--- config.mk ---
export PLATFORM = sky130hd
export DESIGN_NAME = alu_serial_ctrl
export DESIGN_NICKNAME = d
export VERILOG_FILES = /design/src/rtl/alu_ctrl_pkg.sv /design/src/rtl/alu1b.sv /design/src/rtl/alu_serial_ctrl.sv
export SDC_FILE = /design/constraint.sdc
export NUM_CORES = 1
export LEC_CHECK = 0
export CORE_MARGIN = 2
export CORE_UTILIZATION = 50
export DETAILED_ROUTE_END_ITERATION = 10
export PLACE_DENSITY = 0.79
export REMOVE_ABC_BUFFERS = 1
export SLEW_MARGIN = 0
export SYNTH_ARGS = -nofsm -noshare
export SYNTH_HDL_FRONTEND = slang
export SYNTH_SLANG_ARGS = --single-unit
export TNS_END_PERCENT = 30
--- constraint.sdc ---
create_clock -name clk -period 4.6 [get_ports clk]
set_clock_uncertainty 0.15 [all_clocks]
set_input_delay 0.69 -clock clk [delete_from_list [all_inputs] [get_ports clk]]
set_output_delay 0.69 -clock clk [all_outputs]
set_load 0.03 [all_outputs]
--- src/rtl/alu_ctrl_pkg.sv ---
// Shared types and slice-control decode for the bit-serial ALU sequencer.
// Optional overflow output is enabled with ALU_SERIAL_OVF_EN.
package alu_ctrl_pkg;

   typedef enum logic [2:0] {
      OP_AND  = 3'b000,
      OP_OR   = 3'b001,
      OP_ADD  = 3'b010,
      OP_SUB  = 3'b011,
      OP_NOR  = 3'b100,
      OP_NAND = 3'b101,
      OP_RSV6 = 3'b110,
      OP_RSV7 = 3'b111
   } op_t;

   typedef enum logic [1:0] {
      IDLE = 2'd0,
      RUN  = 2'd1,
      FIN  = 2'd2
   } state_t;

   localparam logic [1:0] SEL_AND = 2'b00;
   localparam logic [1:0] SEL_OR  = 2'b01;
   localparam logic [1:0] SEL_ADD = 2'b10;

   // Per-bit slice controls held constant for the whole RUN phase.
   typedef struct packed {
      logic       a_inv;
      logic       b_inv;
      logic [1:0] sel;
      logic       arith;
   } slice_ctrl_t;

   function automatic logic op_is_legal(input op_t op);
      return (op != OP_RSV6) && (op != OP_RSV7);
   endfunction

   // Carry loaded into the carry register at accept (SUB adds the +1 of ~B+1).
   function automatic logic op_carry_init(input op_t op);
      return (op == OP_SUB);
   endfunction

   function automatic slice_ctrl_t decode_op(input op_t op);
      slice_ctrl_t c;
      c = '0;
      case (op)
         OP_AND:  c.sel = SEL_AND;
         OP_OR:   c.sel = SEL_OR;
         OP_ADD:  begin c.sel = SEL_ADD; c.arith = 1'b1; end
         OP_SUB:  begin c.sel = SEL_ADD; c.arith = 1'b1; c.b_inv = 1'b1; end
         OP_NOR:  begin c.sel = SEL_AND; c.a_inv = 1'b1; c.b_inv = 1'b1; end
         OP_NAND: begin c.sel = SEL_OR;  c.a_inv = 1'b1; c.b_inv = 1'b1; end
         default: c = '0;
      endcase
      return c;
   endfunction

endpackage

--- src/rtl/alu1b.sv ---
// One-bit ALU slice: optional operand inversion, AND / OR / full-add select.
// Carry out is the full-adder carry of the (possibly inverted) operands.
module alu1b
   import alu_ctrl_pkg::*;
(
   input  logic       a,
   input  logic       b,
   input  logic       a_inv,
   input  logic       b_inv,
   input  logic       c_in,
   input  logic [1:0] sel,
   output logic       x,
   output logic       c_out
);

   logic aa;
   logic bb;

   assign aa = a ^ a_inv;
   assign bb = b ^ b_inv;

   // Result select; encoding 11 is unused and yields 0.
   always_comb begin
      x = 1'b0;
      case (sel)
         SEL_AND: x = aa & bb;
         SEL_OR:  x = aa | bb;
         SEL_ADD: x = aa ^ bb ^ c_in;
         default: x = 1'b0;
      endcase
   end

   assign c_out = (aa & bb) | (aa & c_in) | (bb & c_in);

endmodule

--- src/rtl/alu_serial_ctrl.sv ---
// Bit-serial sequencer driving a single alu1b slice over WIDTH bits, LSB first.
// Start/done handshake; reserved opcodes finish immediately with err.
// Define ALU_SERIAL_OVF_EN to add the signed-overflow output.
module alu_serial_ctrl
   import alu_ctrl_pkg::*;
#(
   parameter int WIDTH = 8
) (
   input  logic             clk,
   input  logic             rst,
   input  logic             start,
   input  logic [2:0]       op,
   input  logic [WIDTH-1:0] a_in,
   input  logic [WIDTH-1:0] b_in,
   output logic             busy,
   output logic             done,
   output logic             err,
   output logic [WIDTH-1:0] result,
   output logic             carry_out
`ifdef ALU_SERIAL_OVF_EN
   ,
   output logic             overflow
`endif
);

   localparam int CNT_W = $clog2(WIDTH);
   localparam logic [CNT_W-1:0] LAST_BIT = CNT_W'(WIDTH - 1);

   state_t            state;
   op_t               op_q;
   op_t               op_req;
   slice_ctrl_t       run_ctrl;
   logic [WIDTH-1:0]  a_sr;
   logic [WIDTH-1:0]  b_sr;
   logic [WIDTH-1:0]  res_sr;
   logic [CNT_W-1:0]  cnt;
   logic              carry_q;
   logic              err_q;
`ifdef ALU_SERIAL_OVF_EN
   logic              msb_cin_q;
`endif

   logic              s_a;
   logic              s_b;
   logic              s_a_inv;
   logic              s_b_inv;
   logic              s_cin;
   logic [1:0]        s_sel;
   logic              s_x;
   logic              s_cout;

   assign op_req   = op_t'(op);
   assign run_ctrl = decode_op(op_q);

   // Slice is only fed during RUN; all inputs are held at 0 otherwise.
   always_comb begin
      s_a     = 1'b0;
      s_b     = 1'b0;
      s_a_inv = 1'b0;
      s_b_inv = 1'b0;
      s_cin   = 1'b0;
      s_sel   = 2'b00;
      if (state == RUN) begin
         s_a     = a_sr[0];
         s_b     = b_sr[0];
         s_a_inv = run_ctrl.a_inv;
         s_b_inv = run_ctrl.b_inv;
         s_cin   = carry_q;
         s_sel   = run_ctrl.sel;
      end
   end

   alu1b u_slice (
      .a     (s_a),
      .b     (s_b),
      .a_inv (s_a_inv),
      .b_inv (s_b_inv),
      .c_in  (s_cin),
      .sel   (s_sel),
      .x     (s_x),
      .c_out (s_cout)
   );

   // Sequencer FSM with operand/result shift registers and the threaded carry.
   always_ff @(posedge clk or posedge rst) begin
      if (rst) begin
         state   <= IDLE;
         op_q    <= OP_AND;
         a_sr    <= '0;
         b_sr    <= '0;
         res_sr  <= '0;
         cnt     <= '0;
         carry_q <= 1'b0;
         err_q   <= 1'b0;
`ifdef ALU_SERIAL_OVF_EN
         msb_cin_q <= 1'b0;
`endif
      end else begin
         case (state)
            IDLE: begin
               if (start) begin
                  if (op_is_legal(op_req)) begin
                     a_sr    <= a_in;
                     b_sr    <= b_in;
                     op_q    <= op_req;
                     cnt     <= '0;
                     carry_q <= op_carry_init(op_req);
                     err_q   <= 1'b0;
                     state   <= RUN;
                  end else begin
                     err_q   <= 1'b1;
                     state   <= FIN;
                  end
               end
            end
            RUN: begin
               a_sr    <= a_sr >> 1;
               b_sr    <= b_sr >> 1;
               res_sr  <= {s_x, res_sr[WIDTH-1:1]};
               carry_q <= s_cout;
               cnt     <= cnt + 1'b1;
               if (cnt == LAST_BIT) begin
`ifdef ALU_SERIAL_OVF_EN
                  msb_cin_q <= carry_q;
`endif
                  state <= FIN;
               end
            end
            FIN: begin
               state <= IDLE;
            end
            default: begin
               state <= IDLE;
            end
         endcase
      end
   end

   // Registered handshake outputs; busy lags the RUN state by one cycle so it
   // hands over directly to the done pulse issued as FIN is left.
   always_ff @(posedge clk or posedge rst) begin
      if (rst) begin
         busy      <= 1'b0;
         done      <= 1'b0;
         err       <= 1'b0;
         result    <= '0;
         carry_out <= 1'b0;
`ifdef ALU_SERIAL_OVF_EN
         overflow  <= 1'b0;
`endif
      end else begin
         busy <= (state == RUN);
         done <= (state == FIN);
         err  <= (state == FIN) && err_q;
         if ((state == FIN) && !err_q) begin
            result    <= res_sr;
            carry_out <= run_ctrl.arith & carry_q;
`ifdef ALU_SERIAL_OVF_EN
            overflow  <= run_ctrl.arith & (msb_cin_q ^ carry_q);
`endif
         end
      end
   end

endmodule

==> reports/qor.csv <==
stage,metric,value,unit
status,outcome,finished clean,
route,vias_per_cell,5.40,
layout,final_nets,242,
layout,diodes,0,
logic_synthesis,yosysSeqAreaShare,53.0,%
floorplan,core,4090,µm²
grt,grt_pass1_vias,1454,
setup_path,path_delay_family,simple AND/OR/NAND/NOR gates,
floorplan,dieHeight,69.9,µm
timing,rsz0062_at_grt,false,
grt,grt_max_degree,47,
logic_synthesis,synth.most_common_cell,dfrtp_1,
clocking,hold_buffers,0,
floorplan,ios,34,
timing,period_share,53.0,%
logic_synthesis,synth.distinct_cells,37,
placed_design,gp_congestion,0.744,
clocking,clock_sinks,46,
power_and_ir_drop,power_leakage,0.00120,µW
clocking,cts-root-buf,clkbuf_8,
power_and_ir_drop,power_density,641,nW/µm²
logic_synthesis,synth-edff-count,0,
placed_design,hpwl,2570,µm
timing,max_freq,0.410,GHz
grt,overflow,0,
hold_path,worstHoldPathType,reg -> reg,
grt,grt_first_pass_wirelength,6630,µm
setup_path,worst_ep_arrival_time,2.48,ns
clocking,cts_resized,0,
timing,timing_hold_violations_final,0,
setup_path,crit_buf_inv,0,
clocking,cts.clk_slew.worst_paths,0.08,ns
logic_synthesis,ys_warn_count,0,
hold_path,worstHoldPathCells,2,
setup_path,endpoint_kind,flip-flop,
setup_path,r2r-end,carry_q,
logic_synthesis,synth.top_cells.by_count,"dfrtp_1, nand2_1, inv_1, a21oi_1, o32ai_2",
setup_path,critPathMaxFanout,5,
route,vias,1437,
setup_path,crit_slowest_cell,dfrtp_1,
setup_path,slowest_delay,0.45,ns
logic_synthesis,synthTopCellsByArea,"dfrtp_1, o32ai_2, mux2_2",
setup_path,start_kind,flip-flop,
grt,track_usage,17.0,%
clocking,cts_tree,yes,
hold_path,min_to,res_sr[0],
route,drtPass1Iterations,5,
logic_synthesis,ys.flop_type,dfrtp_1,
route,postRouteAntennaNets,0,
placed_design,port_buffers,33,
timing,worstMarginPinSlew,0.948,ns
placed_design,dp_slack,1.90,ns
clocking,post_cts_buffers,0,
logic_synthesis,async_flop_share,100,%
route,drtIter0Drc,94,
floorplan,dieArea,4890,µm²
timing,setup_slack,2.16,ns
power_and_ir_drop,ir_drop,271,µV
timing,post-route-min-period,2.44,ns
floorplan,start_util,53.2,%
logic_synthesis,syn-cell-area,2170,µm²
route,drcViolationCount,0,
layout,layout-drive-gt1-share,18.1,%
timing,setup_viol,0,
logic_synthesis,syn-instance-count,183,
grt,antenna_found_initial,0,
clocking,cts_max_level,2,
logic_synthesis,synth_top_cell_by_area,dfrtp_1,
route,post_drt_wl_per_cell,14.4,µm
clocking,insertion_delay,0.30,ns
layout,syn_to_final_growth,19.9,%
setup_path,reg2reg_depth,6,
logic_synthesis,ys_ff_latch,46,
setup_path,r2r_start,op_q[2],
logic_synthesis,avgSynthCellArea,11.9,µm²
floorplan,die_x,69.9,µm
setup_path,reg2reg_slack,2.16,ns
logic_synthesis,synth_top_cell_area_share,53.0,%
setup_path,crit_type,reg -> reg,
layout,fillers,352,
timing,final_max_slew_viol_count,0,
timing,final.setup.tns,0,ns
setup_path,crit_chain,"nor2b_1, or3_1, and3_1, fa_1, mux2_4, mux2_2",
job,maxCapViolCount,0,
clocking,cts_buffer_depth,2,
route,wl,3830,µm
timing,slew_headroom,36.8,%
floorplan,row_count,23,
setup_path,crit_required,4.64,ns
hold_path,min-delay-start,res_sr[0],
clocking,numCtsBuffers,5,
[flip-flops by register name, indices dropped and copies added, names as in the netlist]
register	cells
a_sr	8
b_sr	8
res_sr	8
result	8
cnt	3
op_q	3
state	2
busy	1
carry_out	1
carry_q	1
done	1
err	1
err_q	1
[tightest hold or removal path: stages, from the launching register on]
cell	delay, ns
dfrtp_1	0.35
nand2_1	0.05
nand2_1	0.05
[report_power, final]
part           switching (µW)  leakage, µW  total, µW  internal [µW]
registers                 123     0.000571        695            573
clock network             131    0.0000482        252            121
logic                     374     0.000581        722            348
[worst max-delay path by stage]
| stage | depth (start not counted) | endpoint | startpoint |
|---|---|---|---|
| 2_1_floorplan | 6 | carry_q | state[1] |
| 3_3_place_gp | 4 | op_q[0] | op[1] |
| 3_5_place_dp | 4 | op_q[0] | op[2] |
| 4_1_cts | 6 | carry_q | op_q[2] |
| 5_1_grt | 7 | res_sr[7] | op_q[2] |
| 6_report | 6 | carry_q | op_q[2] |
[stage by stage]
stage                     area, µm²  utilization [%]  hold slack (ns)  total power [µW]  cells
after floorplan                2090                -            0.290              1210    172
after CTS                      2610             63.7            0.328              1690    266
final                          2610             63.7            0.326              1670    266
after global placement         2510             61.5            0.306              1400    258
after global routing           2610             63.7            0.353              1800    266
after detailed placement       2510             61.5            0.308              1430    258
[logic make-up (layout without fill, tap and decap cells)]
family / Yosys count / in the layout / share of synthesized area (%)
flops: 46 / 46 / 53.0
mux: 13 / 13 / 6.85
simple gates: 47 / 47 / 11.4
compound gates: 42 / 42 / 18.4
fa+ha+maj: 5 / 5 / 3.22
buf+inv: 29 / 62 / 6.79
xor+xnor: 1 / 1 / 0.403
[area by class of cell]
| class | count | area, µm² | area share, % |
|---|---|---|---|
| flip-flops and latches | 46 | 1150 | 44.2 |
| multi-input cells | 108 | 880 | 33.8 |
| repair buffers | 36 | 353 | 13.5 |
| clock buffers | 7 | 86.3 | 3.31 |
| inverters | 18 | 67.6 | 2.59 |
| well taps | 50 | 62.6 | 2.40 |
| clock inverters | 1 | 5.00 | 0.192 |
[cells in the final DEF, fill, tap and decap left out, types with 2 or more instances in the layout]
cell type and n:
o32ai_2 14, o21ai_0 2, a22o_1 4, and2_1 4, nor2_1 3, clkdlybuf4s50_1 33, inv_1 17, nand2b_1 2
ha_1 4, buf_4 3, nor2b_1 3, nand2_1 23, and3b_1 2, a21oi_1 16, clkbuf_8 6, mux2_2 11
dfrtp_1 46, o22a_1 2
[per-layer routing]
| layer | up-vias | GRT usage, % | part of all wire (%) |
|---|---|---|---|
| met2 | 40 | 26.5 | 47 |
| met4 | 0 | 5.34 | 1.4 |
| met1 | 696 | 22.9 | 47 |
| met3 | 7 | 5.34 | 5.3 |
| li1 | 694 | - | - |
| met5 | - | 0 | 0 |
Note: power is estimated with default switching activity, not from simulation.
